**src/rtl/serial_adder_ctrl.sv**
```systemverilog
// Bit-serial adder stage: captures two operands and a carry-in, then adds them LSB-first,
// one bit per clock, behind a start/busy/done handshake with registered, held results.
module serial_adder_ctrl #(
    parameter int WIDTH = 8
) (
    input  logic             clk,
    input  logic             rst_n,
    input  logic             start,
    input  logic [WIDTH-1:0] a_in,
    input  logic [WIDTH-1:0] b_in,
    input  logic             cin,
    output logic             busy,
    output logic             done,
    output logic [WIDTH-1:0] sum_out,
    output logic             c_out
);

    localparam int CW = (WIDTH > 1) ? $clog2(WIDTH) : 1;
    localparam logic [CW-1:0] LAST_BIT = CW'(WIDTH - 1);

    typedef enum logic [1:0] {
        IDLE,
        SHIFT,
        DONE
    } state_t;

    state_t           state_q, state_d;
    logic [WIDTH-1:0] a_q, a_d;
    logic [WIDTH-1:0] b_q, b_d;
    logic [WIDTH-1:0] shift_q, shift_d;
    logic [WIDTH-1:0] sum_q, sum_d;
    logic [CW-1:0]    cnt_q, cnt_d;
    logic             carry_q, carry_d;
    logic             cout_q, cout_d;
    logic             busy_q, busy_d;
    logic             done_q, done_d;

    logic bit_sum;
    logic bit_carry;

    // One-bit full-adder cell fed from the LSBs of the operand shift registers.
    assign bit_sum   = a_q[0] ^ b_q[0] ^ carry_q;
    assign bit_carry = (a_q[0] & b_q[0]) | (a_q[0] & carry_q) | (b_q[0] & carry_q);

    always_comb begin
        // NOTE: every variable gets a default first so no path through the case infers a latch.
        state_d = state_q;
        a_d     = a_q;
        b_d     = b_q;
        shift_d = shift_q;
        sum_d   = sum_q;
        cnt_d   = cnt_q;
        carry_d = carry_q;
        cout_d  = cout_q;

        unique case (state_q)
            IDLE: begin
                if (start) begin
                    a_d     = a_in;
                    b_d     = b_in;
                    carry_d = cin;
                    cnt_d   = '0;
                    state_d = SHIFT;
                end
            end
            SHIFT: begin
                shift_d = {bit_sum, shift_q[WIDTH-1:1]};
                a_d     = a_q >> 1;
                b_d     = b_q >> 1;
                carry_d = bit_carry;
                if (cnt_q == LAST_BIT) begin
                    // Result registers update only here, with the final bit included.
                    sum_d   = {bit_sum, shift_q[WIDTH-1:1]};
                    cout_d  = bit_carry;
                    cnt_d   = '0;
                    state_d = DONE;
                end else begin
                    cnt_d = cnt_q + CW'(1);
                end
            end
            DONE:    state_d = IDLE;
            default: state_d = IDLE;
        endcase

        // Handshake outputs are registered from the next state so they come straight off flops.
        busy_d = (state_d == SHIFT);
        done_d = (state_d == DONE);
    end

    // NOTE: sequential state uses non-blocking assignments so all flops update together at the edge.
    always_ff @(posedge clk or negedge rst_n) begin
        if (!rst_n) begin
            state_q <= IDLE;
            a_q     <= '0;
            b_q     <= '0;
            shift_q <= '0;
            sum_q   <= '0;
            cnt_q   <= '0;
            carry_q <= 1'b0;
            cout_q  <= 1'b0;
            busy_q  <= 1'b0;
            done_q  <= 1'b0;
        end else begin
            state_q <= state_d;
            a_q     <= a_d;
            b_q     <= b_d;
            shift_q <= shift_d;
            sum_q   <= sum_d;
            cnt_q   <= cnt_d;
            carry_q <= carry_d;
            cout_q  <= cout_d;
            busy_q  <= busy_d;
            done_q  <= done_d;
        end
    end

    assign busy    = busy_q;
    assign done    = done_q;
    assign sum_out = sum_q;
    assign c_out   = cout_q;

endmodule

```
**config.mk**
```make
export PLATFORM = sky130hd
export DESIGN_NAME = serial_adder_ctrl
export DESIGN_NICKNAME = d
export VERILOG_FILES = /design/src/rtl/serial_adder_ctrl.sv
export SDC_FILE = /design/constraint.sdc
export NUM_CORES = 1
export LEC_CHECK = 0
export ABC_CLOCK_PERIOD_IN_PS = 3400
export CORE_AREA = 8 8 68 70
export DETAILED_ROUTE_END_ITERATION = 7
export DIE_AREA = 0 0 76 78
export GPL_TIMING_DRIVEN = 0
export PLACE_DENSITY = 0.8
export SLEW_MARGIN = 10
export SYNTH_ARGS = -nofsm -noshare
export SYNTH_HDL_FRONTEND = slang
export SYNTH_SLANG_ARGS = --single-unit
export TNS_END_PERCENT = 1
```
**constraint.sdc**
```tcl
create_clock -name clk -period 3.4 [get_ports clk]
set_input_delay 0.34 -clock clk [delete_from_list [all_inputs] [get_ports clk]]
set_output_delay 0.34 -clock clk [all_outputs]
set_load 0.01 [all_outputs]
```
# == Word level (Yosys, flattened, before mapping) ==
# Index checks and enable logic that the tools add are counted.
# Widths: inputs -> output; s select.
# word_totals
register_bits,41
input_bits,20
out_inout_bits,11
word_cells,39
# classes
addsub,1
eq_ne,5
n_mux,12
n_bitwise,7
reduce_logical,4
# ops
operator,count
$pmux 8 s2,2
$mux 8,2
$mux 3,2
$pmux 3 s2,1
$eq 2x1->1 const B,2
$mux 2,2
$pmux 2 s2,1
$reduce_and 2->1,2
$add 3x1->3 const B,1
$and 1x1->1,3
$eq 3x3->1 const B,1
$eq 2x2->1 const B,1
$logic_not 2->1,1
$ne 2x2->1 const B,1
$or 1x1->1,2
$pmux 1 s2,1
$reduce_bool 2->1,1
$xor 1x1->1,2
$mux 1,1

# == Longest topological paths before layout ==
# depth
depth_word,4
mapped_depth,5
depth_no_buf,4

# == Worst setup path before layout ==
# No wires, ideal clock.
# synth_path
kind,flip-flop to flip-flop
from,register cnt_q[0]
to,"register cout_q, in the netlist c_out"
t_arrival_ns,1.408
t_required_ns,3.275
setup_slack_ns,1.867
path_stages_with_launch,6
n_path_buf,1
synth_period_minus_slack_ns,1.533
cell_sequence,dfrtp_1 > ha_1 > ha_1 > nand3b_1 > buf_2 > mux2_2
# synth_via
elab_chain_cells,2
# synth_rtl
item,line_no,rtl
from (decl),32,"logic [CW-1:0] cnt_q, cnt_d;"
from (signal assigned),109,cnt_q <= cnt_d;
$eq 3x3->1,71,if (cnt_q == LAST_BIT) begin
$reduce_and 2->1 (no source line),n/a,
to (signal assigned),111,cout_q <= cout_d;
to (decl),34,"logic cout_q, cout_d;"
# Every way passes these cells.
# A chain may end at the register's enable or synchronous reset.

# == Final worst setup path ==
# layout_path
from,register cnt_q[0]
to,"register sum_q[6], in the netlist sum_out[6]"
# layout_via
elab_chain_cells,2
# layout_rtl
item,line_no,rtl
$eq 3x3->1,71,
$reduce_and 2->1 (no source line),n/a,
to (signal assigned),108,sum_q <= sum_d;
to (decl),31,"logic [WIDTH-1:0] sum_q, sum_d;"
# Every way passes these cells.

==> flow_summary.ini <==
[sta]
fin_skew_ps = 2.909
finalHoldWorstSlack_ps = 458.5
slew_headroom_pct = 71.62
rsz0062_at_grt = false
setup-violations-final = 0
worst_slack_ps = 1674
timing.setup.tns_ps = 0
worstMarginPinSlew_ps = 425.7
finalCriticalPeriod_ps = 1726
finalCritPeriodShare_pct = 50.77
slew_violations = 0
fmax_ghz = 0.5793
hold_viol = 0

[finish]
n_antenna_cell = 0
layout-drive-gt1-share_pct = 18.86
layoutNonFillerInstCount = 223
area_growth_pct = 28.70
design_area_mm2 = 0.002188
nNetsFinal = 197
postLayoutCoreUtil_pct = 61.63

[grt]
grt_pass1_vias = 1274
grt_overflow = 0
grtUsageTotal_pct = 11.55
grt_start_max_net_pins = 25
grt_pass1_wl_um = 5609
antenna_found_initial = 0

[synthesis]
synth-seq-cells = 40
synthAdderAreaFrac_pct = 2.649
synthTopCellsByArea = dfrtp_1 59%, a222oi_1 8.8%, mux2_2 8.6%
synthCells = 135
syn-num-nets = 158
synth_area_mm2 = 0.001700
synth.largest_area_cell = dfrtp_1
syn_avg_cell_area_um2 = 12.60
netlist.area_leader.share_pct = 58.87
yosys.area_share.simple_pct = 6.843
ys_warn_count = 0
synth.distinct_cells = 22
synth_top_family_by_area = compound AO/OA/AOI/OAI gates
synth_compound_area_share_pct = 11.92
synth-xor-area-share_pct = 0
synth.area.mux_share_pct = 11.26
yosysSeqAreaShare_pct = 58.87

[detailed_routing]
vias = 1196
drc = 0
wirelength_um = 3424
dr.pass1.iters = 6
viasPerCell = 5.363
drt-initial-drc-count = 165
avgRoutedWirePerCell_um = 15.35
antenna_left = 0

[clock_tree]
clkTransAtPathRegs_ps = 110
tritoncts = yes
cts_root_buffer = clkbuf_4
clock_sinks = 40
cts.repair_timing.setup_buffer_count = 0
clock_latency_ps = 340
cts_htree_levels = 2
cts_buffers = 5
cts.path.max_buffers = 2

[placed_design]
dp_hpwl_um = 2516
routabilityCongestion = 0.7785
io_buffers = 30
placedInstanceArea_mm2 = 0.002083
place_inst = 214
pre_cts_slack_ps = 1656

[setup_path]
critPathArrivalTime_ps = 1960
cp-start-kind = flop
crit_path_max_fanout = 10
crit_required_ps = 3630
timing.rr.start = cnt_q[0]$_DFFE_PN0P_
critical_path.endpoint_type = flop
r2r_cells = 5
crit_type = flop to flop
r2r-end = sum_out[6]$_DFFE_PN0P_
reg2reg_slack_ps = 1670

[pwr]
power.clock.fraction_pct = 17.6
switching_power_mw = 0.6041
p_seq_share_pct = 41.4
power.internal_mw = 1.346
finalPower_mw = 1.950
leakage_nw = 0.9970
vdd_drop_max_v = 0.0004592
p_comb_share_pct = 41.1
p_per_area_mw_per_mm2 = 891.2
sw_frac_of_total_pct = 30.97

[floorplanning]
rows = 22
dieArea_mm2 = 0.005928
die_h_um = 78
die_w_um = 76
core_area_mm2 = 0.003551
start_util_pct = 47.89
io_pins = 31

[run]
drv_cap = 0

[status]
status = complete, no violations

[hold_path]
worstHoldPathType = input pin to asynchronous set/reset pin
[routing by layer]
metal | GRT usage (%) | vias up | part of all wire, %
met3 | 2.880 | 6 | 4.2
met4 | 7.647 | 0 | 1.6
met2 | 19.62 | 33 | 53
met5 | 0 | - | 0
met1 | 12.61 | 603 | 41
li1 | - | 554 | -
[cells in the final DEF, fill, tap and decap left out, drive strengths merged]
| master | n |
|---|---|
| buf | 11 |
| nor2 | 15 |
| a22o | 2 |
| ha | 2 |
| dlygate4sd3 | 1 |
| nand2 | 2 |
| o21bai | 1 |
| nand3b | 1 |
| clkbuf | 8 |
| inv | 20 |
| dfrtp | 40 |
| nor3b | 1 |
| fa | 1 |
| nor2b | 2 |
| bufinv | 1 |
| a222oi | 15 |
| nand4bb | 2 |
| a21oi | 2 |
| o311ai | 2 |
| mux2 | 17 |
| clkdlybuf4s50 | 29 |
[flip-flops by register name (all words and copies together), names as in the netlist]
signal	count
carry_q	1
shift_q	7
cnt_q	3
a_q	8
b_q	8
state_q	2
busy	1
done	1
c_out	1
sum_out	8
[power groups by stage]
stage / Sequential [mW] / Clock, mW / Combinational (mW)
after floorplan: 0.820 / 0 / 0.504
after global placement: 0.803 / 0 / 0.759
after detailed placement: 0.818 / 0 / 0.801
after CTS: 0.807 / 0.349 / 0.805
after global routing: 0.832 / 0.367 / 0.887
final: 0.807 / 0.342 / 0.801
[synth_stat cells, drive strengths merged]
cell,number
nand2,2
nor2b,2
o21bai,1
nor3b,1
ha,2
a21oi,2
nor2,15
a22o,2
fa,1
clkbuf,1
a222oi,15
nand3b,1
inv,20
buf,9
mux2,17
dfrtp,40
o311ai,2
nand4bb,2
[timing repair]
action	CTS	global route
resized for setup	0	0
endpoints found under the hold margin	16	0
hold buffers	1	0
[area by class of cell]
class | count | area [um^2]
Tap cell | 48 | 60.06
Clock inverter | 1 | 30.03
Timing Repair Buffer | 32 | 332.8
Inverter | 20 | 75.07
Sequential cell | 40 | 1001
Clock buffer | 7 | 65.06
Fill cell | 279 | 1363
Buffer | 10 | 68.82
Multi-Input combinational cell | 65 | 555.5
[critical path, cell delays in order (launching register included)]
cell and delay [ps]:
dfrtp_1 410, ha_1 200, ha_1 230, nand3b_1 150
buf_2 280, mux2_2 360
[worst max path at each step]
| stage | from | endpoint | slack (ps) | depth (start not counted) |
|---|---|---|---|---|
| 5_1_grt | cnt_q[0]$_DFFE_PN0P_ | c_out$_DFFE_PN0P_ | 1600 | 5 |
| 3_5_place_dp | start | a_q[2]$_DFFE_PN0P_ | 1660 | 4 |
| 3_3_place_gp | rst_n | b_q[4]$_DFFE_PN0P_ | 1140 | 1 |
| 2_1_floorplan | cnt_q[0]$_DFFE_PN0P_ | c_out$_DFFE_PN0P_ | 1870 | 5 |
| 6_report | cnt_q[0]$_DFFE_PN0P_ | sum_out[6]$_DFFE_PN0P_ | 1670 | 5 |
| 4_1_cts | cnt_q[0]$_DFFE_PN0P_ | sum_out[6]$_DFFE_PN0P_ | 1660 | 5 |
[kinds of logic after synthesis]
logic type | count (synthesis)
and+or+nand+nor | 23
muxes | 17
AOI/OAI and AO/OA | 22
buffers and inverters | 30
DFF | 40
adders and majority gates | 3
Power figures use the tool's default switching activity.
